`src/rtl/mem_link_pkg.sv`:
```
// Shared encodings and message layout for the CPU <-> UART memory link.
package mem_link_pkg;

    localparam int unsigned ADDR_W = 32;
    localparam int unsigned DATA_W = 32;
    localparam int unsigned MSG_W  = 72;
    localparam int unsigned LEN_W  = 5;
    localparam int unsigned MASK_W = 4;

    localparam logic [1:0] SZ_BYTE    = 2'd0;
    localparam logic [1:0] SZ_HALF    = 2'd1;
    localparam logic [1:0] SZ_WORD    = 2'd2;
    localparam logic [1:0] SZ_ILLEGAL = 2'd3;

    localparam logic [LEN_W-1:0] LEN_RD_REQ  = 5'd5;
    localparam logic [LEN_W-1:0] LEN_WR_REQ  = 5'd9;
    localparam logic [LEN_W-1:0] LEN_RD_RESP = 5'd4;

    // Field offsets: a read request carries only the address at bit 0,
    // a write request carries data, then address, then byte mask.
    localparam int unsigned RD_ADDR_LO = 0;
    localparam int unsigned WDATA_LO   = 0;
    localparam int unsigned ADDR_LO    = 32;
    localparam int unsigned MASK_LO    = 64;

    typedef enum logic [1:0] {IDLE, SEND, WAIT_RESP, DONE} bridge_state_t;

    typedef struct packed {
        logic       we;
        logic [1:0] size;
        logic       is_unsigned;
    } req_attr_t;

    function automatic logic [MASK_W-1:0] size_mask(input logic [1:0] size);
        logic [MASK_W-1:0] m;
        case (size)
            SZ_BYTE: m = 4'b0001;
            SZ_HALF: m = 4'b0011;
            default: m = 4'b1111;
        endcase
        return m;
    endfunction

endpackage

```
`src/rtl/uart_mem_bridge_if.sv`:
```
// CPU request/response and channel message signals of the memory bridge.
interface uart_mem_bridge_if;
    import mem_link_pkg::*;

    logic                req_valid;
    logic                req_ready;
    logic                req_we;
    logic [1:0]          req_size;
    logic                req_unsigned;
    logic [ADDR_W-1:0]   req_addr;
    logic [DATA_W-1:0]   req_wdata;
    logic                resp_valid;
    logic [DATA_W-1:0]   resp_rdata;
    logic                resp_err;
    logic                tx_flag;
    logic [LEN_W-1:0]    tx_len;
    logic [MSG_W-1:0]    tx_data;
    logic                tx_ready;
    logic                rx_flag;
    logic [LEN_W-1:0]    rx_len;
    logic [MSG_W-1:0]    rx_data;
    logic                rx_valid;

    modport slave (
        input  req_valid, req_we, req_size, req_unsigned, req_addr, req_wdata,
        input  tx_ready, rx_len, rx_data, rx_valid,
        output req_ready, resp_valid, resp_rdata, resp_err,
        output tx_flag, tx_len, tx_data, rx_flag
    );

    modport master (
        output req_valid, req_we, req_size, req_unsigned, req_addr, req_wdata,
        output tx_ready, rx_len, rx_data, rx_valid,
        input  req_ready, resp_valid, resp_rdata, resp_err,
        input  tx_flag, tx_len, tx_data, rx_flag
    );

endinterface

```
`src/rtl/mem_load_extend.sv`:
```
// Size selection and zero/sign extension of a 32-bit load reply.
module mem_load_extend
    import mem_link_pkg::*;
(
    input  logic [DATA_W-1:0] raw,
    input  logic [1:0]        size,
    input  logic              is_unsigned,
    output logic [DATA_W-1:0] data_c
);

    always_comb begin
        data_c = raw;
        case (size)
            SZ_BYTE: data_c = {{24{~is_unsigned & raw[7]}}, raw[7:0]};
            SZ_HALF: data_c = {{16{~is_unsigned & raw[15]}}, raw[15:0]};
            default: data_c = raw;
        endcase
    end

endmodule

```
`src/rtl/uart_mem_bridge.sv`:
```
// Turns one CPU load/store at a time into a channel-0 message and, for loads,
// waits for the 4-byte reply and returns extended read data.
module uart_mem_bridge
    import mem_link_pkg::*;
#(
    parameter int unsigned TIMEOUT_CYCLES = 2000000,
    parameter int unsigned CNT_W          = 21
) (
    input  logic             CLK,
    input  logic             RST,
    uart_mem_bridge_if.slave bus
);

    bridge_state_t     state;
    req_attr_t         attr;
    logic              err_q;
    logic [DATA_W-1:0] raw_q;
    logic [CNT_W-1:0]  cnt;
    logic [DATA_W-1:0] ext_c;
    logic [MSG_W-1:0]  msg_c;
    logic [LEN_W-1:0]  len_c;
    logic              rx_take_c;
    logic              unused_c;

    // A reply is taken only if it is not already being popped this cycle.
    assign rx_take_c = bus.rx_valid && !bus.rx_flag;
    assign unused_c  = ^bus.rx_data[MSG_W-1:DATA_W];

    mem_load_extend u_ext (
        .raw         (raw_q),
        .size        (attr.size),
        .is_unsigned (attr.is_unsigned),
        .data_c      (ext_c)
    );

    always_comb begin
        msg_c = '0;
        len_c = LEN_RD_REQ;
        if (bus.req_we) begin
            len_c                      = LEN_WR_REQ;
            msg_c[WDATA_LO +: DATA_W]  = bus.req_wdata;
            msg_c[ADDR_LO +: ADDR_W]   = bus.req_addr;
            msg_c[MASK_LO +: MASK_W]   = size_mask(bus.req_size);
        end else begin
            msg_c[RD_ADDR_LO +: ADDR_W] = bus.req_addr;
        end
    end

    always_ff @(posedge CLK or posedge RST) begin
        if (RST) begin
            state          <= IDLE;
            attr           <= '0;
            err_q          <= 1'b0;
            raw_q          <= '0;
            cnt            <= '0;
            bus.req_ready  <= 1'b0;
            bus.resp_valid <= 1'b0;
            bus.resp_rdata <= '0;
            bus.resp_err   <= 1'b0;
            bus.tx_flag    <= 1'b0;
            bus.tx_len     <= '0;
            bus.tx_data    <= '0;
            bus.rx_flag    <= 1'b0;
        end else begin
            bus.tx_flag    <= 1'b0;
            bus.rx_flag    <= 1'b0;
            bus.resp_valid <= 1'b0;
            // Stray replies are popped in every state but WAIT_RESP.
            if (state != WAIT_RESP && rx_take_c) begin
                bus.rx_flag <= 1'b1;
            end
            case (state)
                IDLE: begin
                    if (bus.req_ready && bus.req_valid) begin
                        bus.req_ready <= 1'b0;
                        attr  <= '{we: bus.req_we, size: bus.req_size,
                                   is_unsigned: bus.req_unsigned};
                        raw_q <= '0;
                        if (bus.req_size == SZ_ILLEGAL) begin
                            err_q <= 1'b1;
                            state <= DONE;
                        end else begin
                            err_q       <= 1'b0;
                            bus.tx_len  <= len_c;
                            bus.tx_data <= msg_c;
                            state       <= SEND;
                        end
                    end else begin
                        bus.req_ready <= 1'b1;
                    end
                end
                SEND: begin
                    if (bus.tx_ready) begin
                        bus.tx_flag <= 1'b1;
                        cnt         <= '0;
                        state       <= attr.we ? DONE : WAIT_RESP;
                    end
                end
                WAIT_RESP: begin
                    cnt <= cnt + CNT_W'(1);
                    if (rx_take_c) begin
                        bus.rx_flag <= 1'b1;
                        state       <= DONE;
                        if (bus.rx_len == LEN_RD_RESP) begin
                            raw_q <= bus.rx_data[DATA_W-1:0];
                        end else begin
                            err_q <= 1'b1;
                        end
                    end else if (cnt == CNT_W'(TIMEOUT_CYCLES - 1)) begin
                        err_q <= 1'b1;
                        state <= DONE;
                    end
                end
                DONE: begin
                    bus.resp_valid <= 1'b1;
                    bus.resp_err   <= err_q;
                    bus.resp_rdata <= err_q ? '0 : ext_c;
                    bus.req_ready  <= 1'b1;
                    cnt            <= '0;
                    state          <= IDLE;
                end
                default: state <= IDLE;
            endcase
        end
    end

endmodule

```
`src/flat_wrapper.sv`:
```
// flat-port wrapper written by rule: the top's interface ports become plain ports
module uart_mem_bridge_flat import mem_link_pkg::*;
#(
    parameter int unsigned TIMEOUT_CYCLES = 2000000,
    parameter int unsigned CNT_W          = 21
)
  (CLK, RST, bus_req_valid, bus_req_we, bus_req_size, bus_req_unsigned, bus_req_addr, bus_req_wdata, bus_tx_ready, bus_rx_len, bus_rx_data, bus_rx_valid, bus_req_ready, bus_resp_valid, bus_resp_rdata, bus_resp_err, bus_tx_flag, bus_tx_len, bus_tx_data, bus_rx_flag);
  uart_mem_bridge_if bus_i ();
  input  logic CLK;
  input  logic RST;
  input wire logic [$bits(bus_i.req_valid)-1:0] bus_req_valid;
  input wire logic [$bits(bus_i.req_we)-1:0] bus_req_we;
  input wire logic [$bits(bus_i.req_size)-1:0] bus_req_size;
  input wire logic [$bits(bus_i.req_unsigned)-1:0] bus_req_unsigned;
  input wire logic [$bits(bus_i.req_addr)-1:0] bus_req_addr;
  input wire logic [$bits(bus_i.req_wdata)-1:0] bus_req_wdata;
  input wire logic [$bits(bus_i.tx_ready)-1:0] bus_tx_ready;
  input wire logic [$bits(bus_i.rx_len)-1:0] bus_rx_len;
  input wire logic [$bits(bus_i.rx_data)-1:0] bus_rx_data;
  input wire logic [$bits(bus_i.rx_valid)-1:0] bus_rx_valid;
  output wire logic [$bits(bus_i.req_ready)-1:0] bus_req_ready;
  output wire logic [$bits(bus_i.resp_valid)-1:0] bus_resp_valid;
  output wire logic [$bits(bus_i.resp_rdata)-1:0] bus_resp_rdata;
  output wire logic [$bits(bus_i.resp_err)-1:0] bus_resp_err;
  output wire logic [$bits(bus_i.tx_flag)-1:0] bus_tx_flag;
  output wire logic [$bits(bus_i.tx_len)-1:0] bus_tx_len;
  output wire logic [$bits(bus_i.tx_data)-1:0] bus_tx_data;
  output wire logic [$bits(bus_i.rx_flag)-1:0] bus_rx_flag;
  assign bus_i.req_valid = bus_req_valid;
  assign bus_i.req_we = bus_req_we;
  assign bus_i.req_size = bus_req_size;
  assign bus_i.req_unsigned = bus_req_unsigned;
  assign bus_i.req_addr = bus_req_addr;
  assign bus_i.req_wdata = bus_req_wdata;
  assign bus_i.tx_ready = bus_tx_ready;
  assign bus_i.rx_len = bus_rx_len;
  assign bus_i.rx_data = bus_rx_data;
  assign bus_i.rx_valid = bus_rx_valid;
  assign bus_req_ready = bus_i.req_ready;
  assign bus_resp_valid = bus_i.resp_valid;
  assign bus_resp_rdata = bus_i.resp_rdata;
  assign bus_resp_err = bus_i.resp_err;
  assign bus_tx_flag = bus_i.tx_flag;
  assign bus_tx_len = bus_i.tx_len;
  assign bus_tx_data = bus_i.tx_data;
  assign bus_rx_flag = bus_i.rx_flag;
  uart_mem_bridge #(.TIMEOUT_CYCLES(TIMEOUT_CYCLES), .CNT_W(CNT_W)) u_core (.CLK(CLK), .RST(RST), .bus(bus_i));
endmodule
```
`config.mk`:
```
export PLATFORM = sky130hd
export DESIGN_NAME = uart_mem_bridge_flat
export DESIGN_NICKNAME = d
export VERILOG_FILES = /design/src/rtl/mem_link_pkg.sv /design/src/rtl/uart_mem_bridge_if.sv /design/src/rtl/mem_load_extend.sv /design/src/rtl/uart_mem_bridge.sv /design/src/flat_wrapper.sv
export SDC_FILE = /design/constraint.sdc
export NUM_CORES = 1
export LEC_CHECK = 0
export BUFFER_PORTS_ARGS = -buffer_cell sky130_fd_sc_hd__buf_4
export CORE_MARGIN = 2
export CORE_UTILIZATION = 50
export CTS_CLUSTER_SIZE = 30
export DETAILED_ROUTE_END_ITERATION = 10
export PLACE_DENSITY = 0.8
export SETUP_SLACK_MARGIN = 0.5
export SYNTH_ARGS = -nofsm -noshare
export SYNTH_HDL_FRONTEND = slang
export SYNTH_SLANG_ARGS = --single-unit
```
`constraint.sdc`:
```
create_clock -name CLK -period 6.2 [get_ports CLK]
set_input_delay 0.62 -clock CLK [delete_from_list [all_inputs] [get_ports CLK]]
set_output_delay 0.62 -clock CLK [all_outputs]
set_load 0.02 [all_outputs]
```
Word-level counts from Yosys, hierarchy flattened
Cells that the tools add are included.
W data, S select, Z words.
- latch bits: 0
- register bits: 170
- memories kept: 0
- input port bits: 150
- word-level logic and storage cells: 84
- memory bits (writable): 0
- bits in read-only memories: 0
- output and inout port bits: 114
- bitwise logic cells: 4
- equality and inequality tests: 15
- reductions and logical operators: 16
- shift operators: 0
- order comparisons: 0
- $mul: 0
- muxes and demuxes: 33
- divide/modulo/power cells: 0
- add/subtract/negate cells: 1
- operator list (kind ; count):
    $mux W32 ; 5
    $pmux W32 S2 ; 2
    $pmux W21 S3 ; 1
    $mux W36 ; 1
    $add A21 B1 Y21 const B ; 1
    $eq A21 B21 Y1 const B ; 1
    $mux W21 ; 1
    $mux W1 ; 13
    $mux W2 ; 5
    $pmux W2 S4 ; 1
    $pmux W4 S2 ; 1
    $reduce_and A4 Y1 ; 2
    $eq A2 B1 Y1 const B ; 3
    $eq A2 B2 Y1 const B ; 3
    $logic_not A2 Y1 ; 3
    $ne A2 B1 Y1 const B ; 3
    $reduce_and A3 Y1 ; 2
    $eq A5 B3 Y1 const B ; 1
    $mux W4 ; 1
    $ne A2 B2 Y1 const B ; 2
    $pmux W1 S2 ; 2
    $reduce_and A2 Y1 ; 2
    $reduce_bool A2 Y1 ; 2
    $logic_and A1 B1 Y1 ; 3
    other kinds (6) ; 8

Depth between registers and ports, before layout
- word-level depth: 6
- mapped depth: 10
- gate-level depth less buffers: 6

Hierarchy
Synthesis repeated with hierarchy kept, for this count alone.
- cell total of the unflattened synthesis: 820
- area, all modules: 7586.0 um^2
- modules (own cells, without submodules) (module ; area an instance (um^2) ; seq. area each (um^2) ; times used ; cells an instance):
    uart_mem_bridge ; 7230.7 ; 4154.0 ; 1 ; 753
    mem_load_extend ; 355.3 ; 0.0 ; 1 ; 67

Worst setup path before layout
No wires, ideal clock.
- kind: register -> register
- start: register u_core.state[1]
- end: register u_core.cnt[18]
- period minus slack after synthesis: 2.072 ns
- stages on the path, launching flop included: 8
- slack: 4.128 ns
- library setup time: 0.140 ns
- data required time: 6.060 ns
- path buffers: 1
- data arrival time: 1.933 ns
- path through: dfrtp_1 -> inv_1 -> ha_1 -> nor2b_4 -> or4b_1 -> buf_4 -> o311ai_0 -> o41ai_1
- word-level cells in the longest chain between the ends: 3
- elaborated cells on any way between the ends: 7
- those cells by class: eq/ne (4); mux (1); reduce/logical (2)
- ends and longest elaborated chain (item ; line ; text):
    start: declaration ; uart_mem_bridge.sv:14 ; bridge_state_t state;
    start signal: assignment ; uart_mem_bridge.sv:96 ; state <= attr.we ? DONE : WAIT_RESP;
    $eq A2 B1 Y1 / $eq A2 B2 Y1 (equally long branches) ; uart_mem_bridge.sv:72 ; case (state)
    $ne A2 B2 Y1 (no source line) / $reduce_bool A3 Y1 (equally long branches) ; n/a ;
    $reduce_and A2 Y1 (no source line) ; n/a ;
    end signal: assignment ; uart_mem_bridge.sv:100 ; cnt <= cnt + CNT_W'(1);
    end: declaration ; uart_mem_bridge.sv:18 ; logic [CNT_W-1:0] cnt;
Several ways; a longest one is shown, not always the timed one.
A chain may end at the register's enable or synchronous reset.

Worst setup path in the final report
- start: register u_core.state[0]
- end: register u_core.bus.tx_data[64]
- word-level cells in the longest chain between the ends: 2
- ends and longest elaborated chain (item ; line ; text):
    $logic_not A2 Y1 ; uart_mem_bridge.sv:72 ;
    $reduce_and A3 Y1 (no source line) ; n/a ;
    end signal: assignment ; uart_mem_bridge.sv:85 ; bus.tx_data <= msg_c;
    end: declaration ; uart_mem_bridge_if.sv:28 ; output tx_flag, tx_len, tx_data, rx_flag
No other way between the ends.

==> out/qor.txt <==
Clock buffer count from CTS: 17
Sequential-to-total area share from yosys stat: 56.6%
Power per cell area: 436 nW/um^2
Period minus WS final: 2510 ps
CTS Hold Bufs: 0
Detail Route Antenna Nets: 0
CP required: 6500 ps
Max_slew headroom: 21.8%
Nets@finish: 1075
Antenna violations before repair: 0
Clk sinks: 166
Final hold viol count: 0
HP Class: input pin to async pin
Port bufs: 217
Final Max Tran Viols: 0
RD Place Congestion: 0.809
Final instance area: 9620 sq um
Actual slew at the worst max-slew pin: 1160 ps
Iter 0 DRT Violations: 276
Fin worst setup slack: 3690 ps
CP startpoint kind: flip-flop
Crit path largest cell delay: 630 ps
Diodes inserted: 0
Warnings, synthesis: 0
Synth unique cells: 53
Top delay family on crit path: simple AND/OR/NAND/NOR gates
Mean Syn Cell Area: 10.1 sq um
Status: finished, final reports clean
EDFF count, synth: 0
Hpwl dp: 12.1 mm
Core area: 14400 sq um
Final worst-path cycle share: 40.5%
LEAKAGE: 4.75 nW
Design Power: 4.19 mW
Dpl ws: 3680 ps
# IOs: 264
Critical-path maximum fanout: 137
Die height: 125 um
CP Buf/Inv Count: 1
VDD IR max: 0.240 mV
Largest cells by area after synthesis: dfrtp_1, o21ai_0, nand2_1, mux2i_1, a22o_1
DRT Wirelength: 17.9 mm
CTS tree: done
Top-area cell type share of the netlist area: 56.6%
Cells after Synth: 728
Post-CTS setup buffers: 0
Via-per-instance ratio: 5.35
Crit Path Class: flip-flop to flip-flop
Cell at the root of the clock tree: clkbuf_16
Resized cells post-CTS: 0
Setup crit end kind: flip-flop
Synth area leader: dfrtp_1
Critical-path top delay cell: nand2_4
Row Count: 44
Routed via count: 5969
Setup TNS: 0 ps
Synth async-reset ratio: 100%
Filler cell count: 1120
CP arrival: 2810 ps
Setup violators final: 0
Starting density of the core: 50.9%
Clock buffer depth: 2
WL per Instance: 16.0 um
Cell Area, Synth: 7340 sq um
Worst-path clk slew: 70 ps
Die width: 125 um
Total Routing Usage GR: 22.9%
First-pass GRT wire length: 29.0 mm
Placement Cell Area: 9010 sq um
Fmax: 0.398 GHz
Fraction of layout cells with a size suffix above 1: 28.8%
Number of global-route vias before repair: 5698
RSZ-0062 raised after global routing: false
Ys flop type: dfrtp_1
TritonRoute pass-1 iters: 4
Max Cap Viol: 0
Clk_skew: 8.91 ps
Layout area overhead: 31.2%
Die area: 15700 sq um
Pin count of the biggest net entering global routing: 138
Remaining global-route overflow: 0
Flops & latches, synth: 166
CP Cell Sequence: inv_1 > ha_1 > and3_1 > nand2_4 > mux2_2
H-tree Lvls: 4
DRC Markers: 0
Worst skew pair latency: 420 ps
[worst register-to-register path: cells and delay by family (launching register included)]
kind                       cells  cell delay [ps]
and+or+nand+nor                2              990
muxes                          1              600
DFF                            1              420
adders and majority gates      1              270
buffers and inverters          1              130
[report_power, final]
| group | total (mW) | switching [mW] | internal [mW] |
|---|---|---|---|
| combinational | 1.55 | 0.931 | 0.614 |
| sequential | 1.58 | 0.202 | 1.38 |
| clock | 1.07 | 0.438 | 0.631 |
| total | 4.19 | 1.57 | 2.62 |
[per-stage QoR]
stage	util [%]	hold slack, ps	instances
floorplan	-	437	733
global placement	62.5	453	1084
detailed placement	62.5	459	1084
CTS	66.7	387	1116
global route	66.7	396	1116
finish	66.7	374	1116
[cells by family (layout without fill, tap and decap cells)]
logic type	after synthesis	count (layout)	share of synthesized area, %
AOI/OAI and AO/OA	190	190	16.1
xor gates and xnor gates	6	6	0.716
and+or+nand+nor	223	223	14.4
buffers and inverters	97	296	5.68
other	1	6	0.0511
muxes	39	39	5.37
adders and majority gates	6	6	1.02
DFF	166	166	56.6
[placed cells by master, fill, tap and decap left out, drive strengths merged, types with 9 or more instances in the layout]
cell      n
nor2     13
clkbuf   20
buf     223
a22o     33
o21ai   104
nor2b    19
o22ai    16
inv      44
nand3     9
mux2i    36
nand2   136
nand2b    9
nor4     10
a21oi     9
dfrtp   166
[area by class of cell]
class / instances / area (sq um) / share of cell area [%]
timing repair buffer: 223 / 1670 / 17.4
clock buffer: 20 / 467 / 4.85
inverter: 41 / 159 / 1.65
multi-input combinational: 470 / 2800 / 29.1
tap: 184 / 230 / 2.39
sequential: 166 / 4150 / 43.2
clock inverter: 12 / 141 / 1.47
[cell usage after synthesis (2+ instances only)]
master and number:
o21ai_1 2, inv_1 41, o21a_1 8, nor4b_1 2
or4b_1 2, buf_2 6, dfrtp_1 166, a21oi_1 9
mux2_2 3, o31ai_1 2, nor2_1 12, nand4_1 2
nor2b_1 18, nor3_1 4, o311ai_0 4, o21ai_0 102
xnor2_1 5, and3_1 2, nand2_1 136, a22o_1 33
o22ai_1 16, mux2i_1 36, o211ai_1 3, ha_1 6
nand3_1 9, or4_1 3, buf_4 9, nand3b_1 2
clkbuf_1 38, or3_1 4, o41ai_1 4, nor4_1 10
nand2b_1 9
[path summary, 6_finish.rpt]
kind                       slack [ps]                                    end  depth (start not counted)                        startpoint
setup / recovery                 3690     u_core.bus.tx_data[64]$_DFFE_PP0P_                          5       u_core.state[0]$_DFFE_PP0P_
min in group CLK                  400             u_core.attr[0]$_DFFE_PP0P_                          3                  bus_req_unsigned
max in group asynchronous        4430     u_core.bus.tx_data[13]$_DFFE_PP0P_                          3                               RST
hold / removal                    370  u_core.bus.resp_rdata[16]$_DFFE_PP0P_                          2                               RST
setup reg to reg                 3690     u_core.bus.tx_data[64]$_DFFE_PP0P_                          5       u_core.state[0]$_DFFE_PP0P_
hold reg to reg                   470       u_core.bus.tx_len[0]$_DFFE_PP0P_                          1  u_core.bus.tx_len[0]$_DFFE_PP0P_
[sequential cells by signal, indices dropped and copies added (netlist names), 2 cells and up]
name / flops
u_core.raw_q: 32
u_core.cnt: 21
u_core.state: 2
u_core.bus.tx_data: 67
u_core.bus.tx_len: 2
u_core.bus.resp_rdata: 32
u_core.attr: 4
[layer usage]
metal	share of wire [%]	GRT usage [%]	up-vias
li1	-	-	2875
met1	43	31.8	2858
met2	49	36.4	216
met3	6.1	5.56	20
met4	1.7	6.47	0
met5	0	0	-
Power figures use the tool's default switching activity.
